**config.mk**
```make
export PLATFORM = sky130hd
export DESIGN_NAME = adder_share_arbiter
export DESIGN_NICKNAME = d
export VERILOG_FILES = /design/src/rtl/adder_share_arbiter.sv
export SDC_FILE = /design/constraint.sdc
export NUM_CORES = 1
export LEC_CHECK = 0
export ABC_AREA = 1
export CORE_AREA = 8 8 162 164
export CTS_BUF_LIST = sky130_fd_sc_hd__clkbuf_2 sky130_fd_sc_hd__clkbuf_4 sky130_fd_sc_hd__clkbuf_8
export CTS_CLUSTER_DIAMETER = 200
export DETAILED_ROUTE_END_ITERATION = 16
export DIE_AREA = 0 0 170 172
export DONT_BUFFER_PORTS = 1
export SETUP_SLACK_MARGIN = 0.05
export SLEW_MARGIN = 40
export SYNTH_ARGS = -nofsm -noshare
export SYNTH_HDL_FRONTEND = slang
export SYNTH_SLANG_ARGS = --single-unit
```
**constraint.sdc**
```tcl
create_clock -name clk -period 2.3 [get_ports clk]
set_clock_uncertainty 0.05 [all_clocks]
set_input_delay 0.46 -clock clk [delete_from_list [all_inputs] [get_ports clk]]
set_output_delay 0.46 -clock clk [all_outputs]
set_load 0.03 [all_outputs]
```
**src/rtl/adder_share_arbiter.sv**
```systemverilog
// Round-robin front end for one shared adder: grant, one-cycle EXEC, registered response.
// Latency: handshake in T, resp_valid in T+2; no new grant until the response is accepted.
module adder_share_arbiter #(
  parameter int N_REQ = 4,
  parameter int WIDTH = 32,
  localparam int IW = (N_REQ > 1) ? $clog2(N_REQ) : 1
) (
  input  logic                   clk,
  input  logic                   rst_n,
  input  logic [N_REQ-1:0]       req_valid,
  output logic [N_REQ-1:0]       req_ready,
  input  logic [N_REQ*WIDTH-1:0] req_a,
  input  logic [N_REQ*WIDTH-1:0] req_b,
  input  logic [N_REQ-1:0]       req_cin,
  output logic [WIDTH-1:0]       add_a,
  output logic [WIDTH-1:0]       add_b,
  output logic                   add_cin,
  input  logic [WIDTH-1:0]       add_sum,
  input  logic                   add_cout,
  output logic [N_REQ-1:0]       resp_valid,
  input  logic [N_REQ-1:0]       resp_ready,
  output logic [WIDTH-1:0]       resp_sum,
  output logic                   resp_cout,
  output logic [IW-1:0]          resp_id,
  output logic                   busy,
  output logic [15:0]            op_count
);

  typedef enum logic [1:0] {IDLE, EXEC, RESP} state_t;

  state_t        state, state_nxt;
  logic [IW-1:0] ptr;
  logic [IW-1:0] gnt_idx;
  logic          gnt_found;
  logic [IW:0]   cand;
  logic          grant;
  logic          done;

  // First valid requester scanning ptr, ptr+1, ... modulo N_REQ.
  always_comb begin
    gnt_found = 1'b0;
    gnt_idx   = '0;
    cand      = '0;
    for (int k = 0; k < N_REQ; k++) begin
      cand = {1'b0, ptr} + (IW+1)'(k);
      if (cand >= (IW+1)'(N_REQ)) cand = cand - (IW+1)'(N_REQ);
      if (!gnt_found && req_valid[cand[IW-1:0]]) begin
        gnt_found = 1'b1;
        gnt_idx   = cand[IW-1:0];
      end
    end
  end

  assign grant = (state == IDLE) && gnt_found;
  assign done  = (state == RESP) && resp_ready[resp_id];

  always_comb begin
    state_nxt = state;
    case (state)
      IDLE:    if (gnt_found) state_nxt = EXEC;
      EXEC:    state_nxt = RESP;
      RESP:    if (resp_ready[resp_id]) state_nxt = IDLE;
      default: state_nxt = IDLE;
    endcase
  end

  // Gated by rst_n so the grant strobe drops the instant reset is applied.
  always_comb begin
    req_ready  = '0;
    resp_valid = '0;
    if (grant && rst_n) req_ready = N_REQ'(1) << gnt_idx;
    if (state == RESP) resp_valid = N_REQ'(1) << resp_id;
  end

  assign busy = (state != IDLE);

  always_ff @(posedge clk or negedge rst_n) begin
    if (!rst_n) begin
      state     <= IDLE;
      ptr       <= '0;
      add_a     <= '0;
      add_b     <= '0;
      add_cin   <= 1'b0;
      resp_sum  <= '0;
      resp_cout <= 1'b0;
      resp_id   <= '0;
      op_count  <= '0;
    end else begin
      state <= state_nxt;
      if (grant) begin
        add_a   <= req_a[gnt_idx*WIDTH +: WIDTH];
        add_b   <= req_b[gnt_idx*WIDTH +: WIDTH];
        add_cin <= req_cin[gnt_idx];
        resp_id <= gnt_idx;
        ptr     <= (gnt_idx == IW'(N_REQ-1)) ? '0 : gnt_idx + 1'b1;
      end
      if (state == EXEC) begin
        resp_sum  <= add_sum;
        resp_cout <= add_cout;
      end
      if (done) op_count <= op_count + 16'd1;
    end
  end

endmodule

```
==> results by group <==
Route
  • Wirelength per Cell: roughly 21 microns
  • DRT Pass-1 Iters: 7
  • Final wirelength: 34680 microns
  • Vias: 8521
  • DRC Markers: 0
  • Drt via density: 5.250
  • ANT nets after route: 0
  • Starting DRT DRC Count: 507

Layout
  • Layout cells sized above 1: about a quarter
  • Multi-input gate area: ~4800 sq um
  • Area grow syn2layout: 30.81%
  • Fillcell total: 2450
  • Fin nets: 1591
  • Sequential Area: around 3000 sq um

Critical path
  • Crit-path max FO: 5
  • CP arrival: 2260 ps
  • Critical path startpoint category: flop
  • WP data required: 1790 ps
  • Worst Setup Path Type: reg -> out
  • Setup crit end kind: output pin
  • R2r setup slk: -400 ps

Clock tree
  • Inserted Clock Buffers: 17
  • Root Buffer: clkbuf_8
  • CTS clock-pin slew for the worst setup and hold paths: ~90 ps
  • Clk sinks: 120
  • Clk Latency, worst-skew pair: 430 ps
  • H-Tree Depth: 4
  • Clock buffer depth: 2
  • TritonCTS clock tree: built

Synth
  • Gate Count Post-Synth: approximately 1200
  • Top post-synthesis cells by area: dfrtp_1, nand2_1, nand4_1, inv_1, mux2_2
  • Synth Warn #: 0
  • Syn nets: 1550
  • Dominant cell type by area after synthesis: dfrtp_1
  • Number of synthesized flops with an enable pin: 0
  • Seq cells post-synth: 120
  • Mux cell area share after synthesis: 4.534%
  • Post-synthesis xor/xnor area fraction: 1.389%
  • Synth Area in Adders: 0.4580%
  • Top_reg_cell synth: dfrtp_1
  • Syn_area_per_cell: around 6.6 sq um
  • Post-synthesis sequential area ratio: 36.64%
  • Yosys cell types: 27
  • Post-synth ARST share: 100.0%
  • Share of the synthesized area in the top cell type: 36.64%
  • Compound-Gate Fraction of Synth Area: 0.7176%
  • Post-Syn Area: approximately 8200 sq um
  • Combinational family with the most area after synthesis: simple AND/OR/NAND/NOR gates
  • Simple-gate area share of the yosys netlist: roughly 43%

GRT
  • First-pass GRT wire length: 50280 microns
  • Total grt overflow: 0
  • GRT Util Overall: 22.28%
  • Largest net degree at the start of global routing: 122
  • Vias in the first global route: 8569
  • Initial antenna violation count: 2

STA
  • FMAX: 360.8 MHz
  • Slew Viols, Final: 0
  • Worst-Margin Slew: 490.8 ps
  • Setup ws final: -471.9 ps
  • Final hold vios: 120
  • Slew HR: slightly below 70%
  • Final Cycle Share: 120.5%
  • Crit path time final: 2772 ps
  • Final setup viols: 70
  • RSZ-0062 raised after global routing: yes
  • Hold_ws: -342.4 ps

Die
  • Core area: 23820 sq um
  • Die area: 29240 sq um
  • # rows: 57
  • Die X: 170 microns
  • Height of the die: 172 microns
  • Boundary Pins: 428
  • Initial Util: 34.40%

Placement
  • Pre-CTS setup slack: -194.0 ps
  • IO Port Bufs: 0
  • DP HPWL: 24320 microns
  • GPL Wtd Cong: 0.9609

Status
  • Failing checks: hold timing, setup timing
  • Status: finished with violations

Job
  • Max-cap violations: 0

Worst hold path
  • Min-delay worst type: in -> async
-- through the flow --
| step | setup TNS (ps) | instances | instance area, sq um | util, % |
|---|---|---|---|---|
| detailed placement | -1698 | 1548 | 8976 | 37.68 |
| finish | -14490 | 1623 | 10720 | 45.00 |
| CTS | -10270 | 1618 | 10320 | 43.31 |
| floorplan | -1.059 | 1244 | 8309 | - |
| global route | -23420 | 1623 | 10720 | 45.00 |
| global placement | -1016 | 1548 | 8976 | 37.68 |
-- layer usage --
layer	GRT usage, %	routed length, microns	up-vias
met3	6.575	3243	44
met5	0	13	-
li1	-	-	4015
met2	38.87	17190	437
met1	26.55	13530	4023
met4	5.530	705	2
-- layout by cell type, fill, tap and decap left out, types with 3 or more instances in the layout --
cell type / instances
mux2_2: 33
dfrtp_1: 118
inv_1: 148
inv_2: 6
nor3_1: 6
nand3_4: 5
xor2_1: 8
nand2_4: 34
nor2_4: 3
clkbuf_16: 3
nand3_2: 14
buf_4: 49
inv_6: 5
buf_12: 22
buf_8: 4
o21ai_0: 4
clkbuf_8: 18
buf_16: 12
xnor2_1: 5
buf_6: 19
nand2_2: 79
inv_8: 3
nand4_1: 133
nand3_1: 58
nor2_1: 9
clkinv_4: 3
nand2_1: 472
-- cell type report --
cell class	count	share of cell area, %
Sequential cell	120	28.03
Multi-Input combinational cell	878	44.57
Antenna cell	1	0.02334
Clock buffer	19	2.381
Timing Repair Buffer	110	14.18
Inverter	157	5.684
Clock inverter	13	1.284
Tap cell	324	3.782
Timing Repair inverter	1	0.05836
-- final timing paths --
| check | start | endpoint | depth (start not counted) |
|---|---|---|---|
| setup / recovery | ptr[0] | req_ready[3] | 15 |
| hold / removal | rst_n | op_count[11] | 0 |
| setup reg to reg | ptr[0] | add_a[20] | 23 |
| hold reg to reg | op_count[1] | op_count[1] | 3 |
| max in group asynchronous | rst_n | ptr[1] | 0 |
| min in group clk | add_sum[14] | resp_sum[14] | 1 |
-- cell usage after synthesis, types with 3 or more instances --
cell and instances:
buf_1 5, buf_2 52, buf_4 5, buf_6 8, clkbuf_1 19, dfrtp_1 120, ha_1 3, inv_1 153
inv_2 3, mux2_2 33, nand2_1 583, nand2_2 3, nand3_1 74, nand3_2 3, nand4_1 133, nor2_1 11
nor3_1 9, o21ai_0 5, xnor2_1 5, xor2_1 8
-- sequential cells by signal, summed over array words and instances (netlist names) --
name,flops
add_a,32
add_b,32
resp_sum,32
op_count,16
ptr,2
resp_id,2
state,2
add_cin,1
resp_cout,1
-- what timing repair did --
action	in CTS	in global routing
cloned	13	3
endpoints found under the hold margin	120	120
pin swaps	34	22
buffers inserted	26	1
gates resized for setup	110	101
endpoints found under the setup margin	71	75
-- worst max-delay path, cell delays in order (launching register included) --
cell	delay, ps
dfrtp_2	430
buf_6	140
clkinv_8	70
nand2_4	50
nand2_4	90
nand2_2	50
nand2_2	80
nor2_4	40
buf_4	130
nand3_4	80
nand3_4	150
inv_6	110
ha_4	120
inv_2	40
nor2_4	120
buf_12	130
-- logic make-up after synthesis --
kind of cell | after synthesis
and+or+nand+nor | 818
DFF | 120
adders and majority gates | 3
buffers and inverters | 246
AOI/OAI and AO/OA | 11
muxes | 33
xor gates and xnor gates | 13
Power is not shown: default switching activity piles up to over one toggle a cycle in this logic, so the estimate is an artifact.
